[config.mk]
export PLATFORM = sky130hd
export DESIGN_NAME = delay_measure
export DESIGN_NICKNAME = d
export VERILOG_FILES = /design/src/rtl/delay_measure.sv
export SDC_FILE = /design/constraint.sdc
export NUM_CORES = 1
export LEC_CHECK = 0
export ABC_AREA = 1
export CORE_MARGIN = 4
export CORE_UTILIZATION = 45
export DETAILED_ROUTE_END_ITERATION = 8
export GPL_TIMING_DRIVEN = 0
export PLACE_DENSITY = 0.82
export SLEW_MARGIN = 25
export SYNTH_ARGS = -nofsm -noshare
export SYNTH_HDL_FRONTEND = slang
export SYNTH_SLANG_ARGS = --single-unit
[constraint.sdc]
create_clock -name clk -period 1.6 [get_ports clk]
set_input_delay 0.32 -clock clk [delete_from_list [all_inputs] [get_ports clk]]
set_output_delay 0.32 -clock clk [all_outputs]
set_load 0.1 [all_outputs]
[src/rtl/delay_measure.sv]
`default_nettype none
// ============================================================================
//  Module   : delay_measure
//  Brief    : Round-trip latency meter. Injects a one-cycle marker word into
//             a path under test and counts cycles until it returns.
//  Revision : 1.0 - initial release
// ============================================================================
module delay_measure #(
    parameter int DATA_WIDTH = 32,
    parameter int CNT_WIDTH  = 16,
    parameter int TIMEOUT    = 1024
) (
    input  logic                  clk,
    input  logic                  rst_n,
    input  logic                  start,
    input  logic [DATA_WIDTH-1:0] pattern,
    output logic [DATA_WIDTH-1:0] probe_out,
    output logic                  probe_valid,
    input  logic [DATA_WIDTH-1:0] echo_in,
    output logic                  busy,
    output logic                  done,
    output logic                  timeout,
    output logic [CNT_WIDTH-1:0]  delay_cycles
);

    localparam logic [CNT_WIDTH-1:0] c_timeout_cnt = CNT_WIDTH'(TIMEOUT);
    localparam logic [CNT_WIDTH-1:0] c_cnt_one     = CNT_WIDTH'(1);

    typedef enum logic [1:0] {
        ST_IDLE   = 2'd0,
        ST_PROBE  = 2'd1,
        ST_WAIT   = 2'd2,
        ST_REPORT = 2'd3
    } state_t;

    state_t                r_state;
    state_t                w_state_nxt;
    logic [DATA_WIDTH-1:0] r_pat;
    logic [DATA_WIDTH-1:0] w_pat_nxt;
    logic [CNT_WIDTH-1:0]  r_cnt;
    logic [CNT_WIDTH-1:0]  w_cnt_nxt;
    logic [DATA_WIDTH-1:0] w_probe_out_nxt;
    logic                  w_probe_valid_nxt;
    logic                  w_busy_nxt;
    logic                  w_done_nxt;
    logic                  w_timeout_nxt;
    logic [CNT_WIDTH-1:0]  w_delay_nxt;
    logic                  w_match;

    assign w_match = (echo_in == r_pat);

    always_ff @(posedge clk or negedge rst_n) begin
        if (!rst_n) begin
            r_state      <= ST_IDLE;
            r_pat        <= '0;
            r_cnt        <= '0;
            probe_out    <= '0;
            probe_valid  <= 1'b0;
            busy         <= 1'b0;
            done         <= 1'b0;
            timeout      <= 1'b0;
            delay_cycles <= '0;
        end else begin
            r_state      <= w_state_nxt;
            r_pat        <= w_pat_nxt;
            r_cnt        <= w_cnt_nxt;
            probe_out    <= w_probe_out_nxt;
            probe_valid  <= w_probe_valid_nxt;
            busy         <= w_busy_nxt;
            done         <= w_done_nxt;
            timeout      <= w_timeout_nxt;
            delay_cycles <= w_delay_nxt;
        end
    end

    // Next-state logic also produces the next value of every registered output.
    always_comb begin
        w_state_nxt       = r_state;
        w_pat_nxt         = r_pat;
        w_cnt_nxt         = r_cnt;
        w_probe_out_nxt   = '0;
        w_probe_valid_nxt = 1'b0;
        w_busy_nxt        = busy;
        w_done_nxt        = 1'b0;
        w_timeout_nxt     = 1'b0;
        w_delay_nxt       = delay_cycles;

        case (r_state)
            ST_IDLE: begin
                // Zero is the idle value on probe_out, so it cannot act as a marker.
                if (start && (pattern != '0)) begin
                    w_state_nxt       = ST_PROBE;
                    w_pat_nxt         = pattern;
                    w_cnt_nxt         = '0;
                    w_busy_nxt        = 1'b1;
                    w_probe_out_nxt   = pattern;
                    w_probe_valid_nxt = 1'b1;
                end
            end

            // The probe cycle itself is offset 0, so a combinational path reads 0.
            ST_PROBE, ST_WAIT: begin
                if (w_match) begin
                    w_state_nxt = ST_REPORT;
                    w_done_nxt  = 1'b1;
                    w_delay_nxt = r_cnt;
                end else if (r_cnt == c_timeout_cnt) begin
                    w_state_nxt   = ST_REPORT;
                    w_done_nxt    = 1'b1;
                    w_timeout_nxt = 1'b1;
                    w_delay_nxt   = '1;
                end else begin
                    w_state_nxt = ST_WAIT;
                    w_cnt_nxt   = r_cnt + c_cnt_one;
                end
            end

            ST_REPORT: begin
                w_state_nxt = ST_IDLE;
                w_busy_nxt  = 1'b0;
            end

            default: begin
                w_state_nxt = ST_IDLE;
                w_busy_nxt  = 1'b0;
            end
        endcase
    end

endmodule
`default_nettype wire

==> results.py <==
metrics = {
    "floorplanning": {
        "fp-row-count": 38,
        "initial_utilization_pct": 46.0,
        "io-pin-count": 119,
        "die_h_um": 113,
        "fp.coreArea_um2": 10800,
        "die_area_um2": 12800,
        "die_width_um": 113,
    },
    "synthesis": {
        "synth_nets": 700,
        "yosysWarnings": 0,
        "synth_cells": 629,
        "yosysTopAreaCell": "dfrtp_1",
        "ys_seq_area_share_pct": 51.2,
        "synth_seq_cells": 102,
        "synth_area_per_cell_um2": 7.93,
        "syn-cell-area_um2": 4990,
        "synth.area.top_cells": "dfrtp_1, nand2_1, inv_1",
        "ys_types": 25,
        "yosys.area.top_type_share_pct": 51.2,
    },
    "hold_path": {
        "holdCritPathClass": "in -> reg",
        "worstHoldStart": "pattern[23]",
        "worstHoldPathCells": 3,
        "holdPathEnd": "probe_out[23]",
    },
    "sta": {
        "final.period_utilization_pct": 108,
        "setup_viol": 32,
        "tightest_slew_ps": 543,
        "hold_viol": 0,
        "slew_headroom_pct": 64.0,
        "fmax_ghz": 0.577,
        "rsz0062_at_grt": "true",
        "holdWs_ps": 234,
        "slew_violations": 0,
        "period_needed_ps": 1730,
        "fin_skew_ps": 13.7,
        "setup_ws_ps": -133,
    },
    "grt": {
        "grt_max_degree": 79,
        "grt_overflow": 0,
        "grt_pass1_wl_um": 23900,
        "antenna_found_initial": 0,
        "grt_usage_pct": 23.3,
        "grt_pass1_vias": 4935,
    },
    "cells_and_area": {
        "drive_gt1_share_pct": 23.7,
        "area_growth_pct": 38.9,
        "diodes": 0,
        "fin_nets": 854,
        "post-route-util_pct": 63.9,
    },
    "worst_setup_path": {
        "critical_path_class": "in -> reg",
        "crit_buf_inv": 2,
        "crit_chain": "clkdlybuf4s50_1 -> nand2_1 -> nand2_1 -> nand2_1 -> nor2_2 -> nand2_2 -> nor2_4 -> nand3_4 -> nand3_4 -> buf_6 -> nand2_2 -> nand2_1",
        "path_max_fanout": 8,
        "r2r-start": "r_pat[16]",
        "end_kind": "flip-flop",
        "cpMostUsedCell": "nand2_1",
        "cp-startpoint": "echo_in[29]",
        "crit_slowest_cell": "clkdlybuf4s50_1",
        "crit_family": "simple AND/OR/NAND/NOR gates",
        "worst-endpoint-required_ps": 1910,
        "reg2reg_to": "r_cnt[14]",
        "critPathArrivalTime_ps": 2040,
        "critPathMaxStageDelay_ps": 490,
        "rrSetupSlack_ps": -120,
        "ff2ff_path_depth": 10,
        "setup.worst_path.start_class": "primary input",
    },
    "power_and_ir_drop": {
        "p_comb_share_pct": 20.6,
        "p_per_area_nw_per_um2": 830,
        "peakVddDrop_v": 0.000483,
        "leakagePower_nw": 3.72,
        "seqPwrFrac_pct": 51.5,
        "p_int_w": 0.00392,
        "p_clk_share_pct": 27.9,
        "netSwitchingPower_w": 0.00182,
        "switching_share_pct": 31.7,
    },
    "clock_network": {
        "cts_buffer_depth": 2,
        "clkTransAtPathRegs_ps": 110,
        "cts_tree": "done",
        "clock_sinks": 102,
        "cts_htree_levels": 3,
        "clock_latency_ps": 370,
        "cts_root_buffer": "clkbuf_8",
        "cts_inserted_buffers": 9,
    },
    "routing": {
        "finalWirelength_um": 14800,
        "via_per_inst": 5.14,
        "drc": 0,
        "first_pass_iters": 4,
        "num_vias": 4767,
        "drt_iter0_drc": 266,
        "avgRoutedWirePerCell_um": 16.0,
        "drtAntennaViolNets": 0,
    },
    "placement": {
        "dp_slack_ps": -641,
        "globalplace.congestion": 0.859,
        "dp_hpwl_um": 10700,
        "io_buffers": 118,
    },
    "run_status": {
        "status": "complete, but fails checks",
        "violations": "setup timing",
    },
    "run": {
        "cap_violations": 0,
    },
}
## placed cells by master, fill, tap and decap left out, types with 2 or more instances in the layout
| cell | synthesis | final |
|---|---|---|
| a21oi_1 | 7 | 7 |
| buf_2 | 12 | 51 |
| buf_4 | 2 | 15 |
| buf_6 | 2 | 21 |
| clkbuf_2 | 0 | 4 |
| clkbuf_8 | 0 | 9 |
| clkdlybuf4s18_2 | 0 | 3 |
| clkdlybuf4s50_1 | 0 | 57 |
| dfrtp_1 | 102 | 99 |
| dfrtp_2 | 0 | 3 |
| dlymetal6s2s_1 | 0 | 8 |
| ha_1 | 4 | 2 |
| ha_4 | 0 | 2 |
| inv_1 | 97 | 88 |
| inv_2 | 0 | 7 |
| inv_4 | 0 | 2 |
| inv_6 | 0 | 2 |
| nand2_1 | 197 | 171 |
| nand2_2 | 1 | 21 |
| nand2_4 | 0 | 6 |
| nand3_1 | 26 | 15 |
| nand3_2 | 2 | 11 |
| nand3_4 | 0 | 2 |
| nand3b_1 | 17 | 17 |
| nand4_1 | 21 | 21 |
| nor2_1 | 52 | 42 |
| nor2_2 | 2 | 9 |
| nor2_4 | 0 | 3 |
| nor3_1 | 12 | 10 |
| nor3_2 | 0 | 2 |
| o21a_1 | 2 | 2 |
| o21ai_0 | 37 | 34 |
| o21ai_1 | 0 | 3 |
| xnor2_1 | 21 | 20 |
| xor2_1 | 2 | 2 |
## metal layers
layer | share of wire [%] | routed length (um) | global-route usage (%) | up-vias
met5 | 0 | 0 | 0 | -
met4 | 2.1 | 311 | 8.09 | 0
met3 | 7.1 | 1050 | 5.40 | 30
met2 | 50 | 7490 | 40.0 | 190
met1 | 40 | 6000 | 28.8 | 2294
li1 | - | - | - | 2253
## worst min-delay path, cell delays in order
cell and delay (ps):
dlymetal6s2s_1 130, nand2_2 80, inv_1 50
## how the worst max path moves through the flow
stage               slack [ps]          endpoint  cells after the start
floorplan                    3   delay_cycles[0]                     10
global route              -270   delay_cycles[9]                     13
global placement         -3540  delay_cycles[13]                      1
CTS                       -110   delay_cycles[6]                     10
detailed placement        -640         r_cnt[12]                     11
finish                    -130         r_cnt[14]                     12
## kinds of logic (layout without fill, tap and decap cells)
logic type / Yosys count / count (layout) / synth area share (%)
adders and majority gates: 4 / 4 / 1.00
buffers and inverters: 120 / 279 / 9.78
AOI/OAI and AO/OA: 47 / 47 / 4.84
xor gates and xnor gates: 23 / 23 / 4.04
and+or+nand+nor: 333 / 333 / 29.2
DFF: 102 / 102 / 51.2
## registers in the layout (all words and copies together) (netlist names)
register / cells
done: 1
timeout: 1
r_state: 2
busy: 1
r_pat: 32
delay_cycles: 16
r_cnt: 16
probe_valid: 1
probe_out: 32
## through the flow
stage               total power [W]  std cells  cell area (um^2)  TNS [ps]
floorplan                   0.00361        629              5000         0
global placement            0.00402        887              6350   -419930
detailed placement          0.00407        888              6380    -64230
CTS                         0.00572        923              6900     -2460
global route                0.00603        928              6930     -7420
finish                      0.00575        928              6930     -2940
## cells in the mapped netlist, drive strengths merged
cell / number
buf: 16
xnor2: 21
o21ai: 37
nor2: 54
o21a: 2
nand4: 22
and2: 1
nor4: 1
clkbuf: 7
nand3b: 17
a21oi: 7
ha: 4
nand2: 198
nand3: 28
xor2: 2
a31oi: 1
inv: 97
dfrtp: 102
nor3: 12
## power by group through the flow
stage               clock (W)  sequential [W]  combinational, W
floorplan                   0         0.00306          0.000555
global placement            0         0.00299           0.00103
detailed placement          0         0.00300           0.00107
finish                0.00160         0.00296           0.00119
CTS                   0.00163         0.00295           0.00114
global route          0.00173         0.00299           0.00131
## layout make-up
| cell class | count | area [um^2] |
|---|---|---|
| clock buffer | 9 | 124 |
| fill | 886 | 3920 |
| timing repair buffer | 144 | 1220 |
| buffer | 22 | 199 |
| sequential | 102 | 2560 |
| multi-input combinational | 407 | 2210 |
| inverter | 97 | 369 |
| clock inverter | 7 | 66.3 |
| tap | 140 | 175 |
## repair_timing
action / in CTS / in global routing
endpoints found under the hold margin: 24 / 0
gates resized for setup: 278 / 113
hold buffers: 1 / 0
cloned: 4 / 1
setup endpoints to repair: 149 / 128
setup buffers: 14 / 5
pin swaps: 31 / 25
No activity file was read; power rests on OpenSTA's default activity.
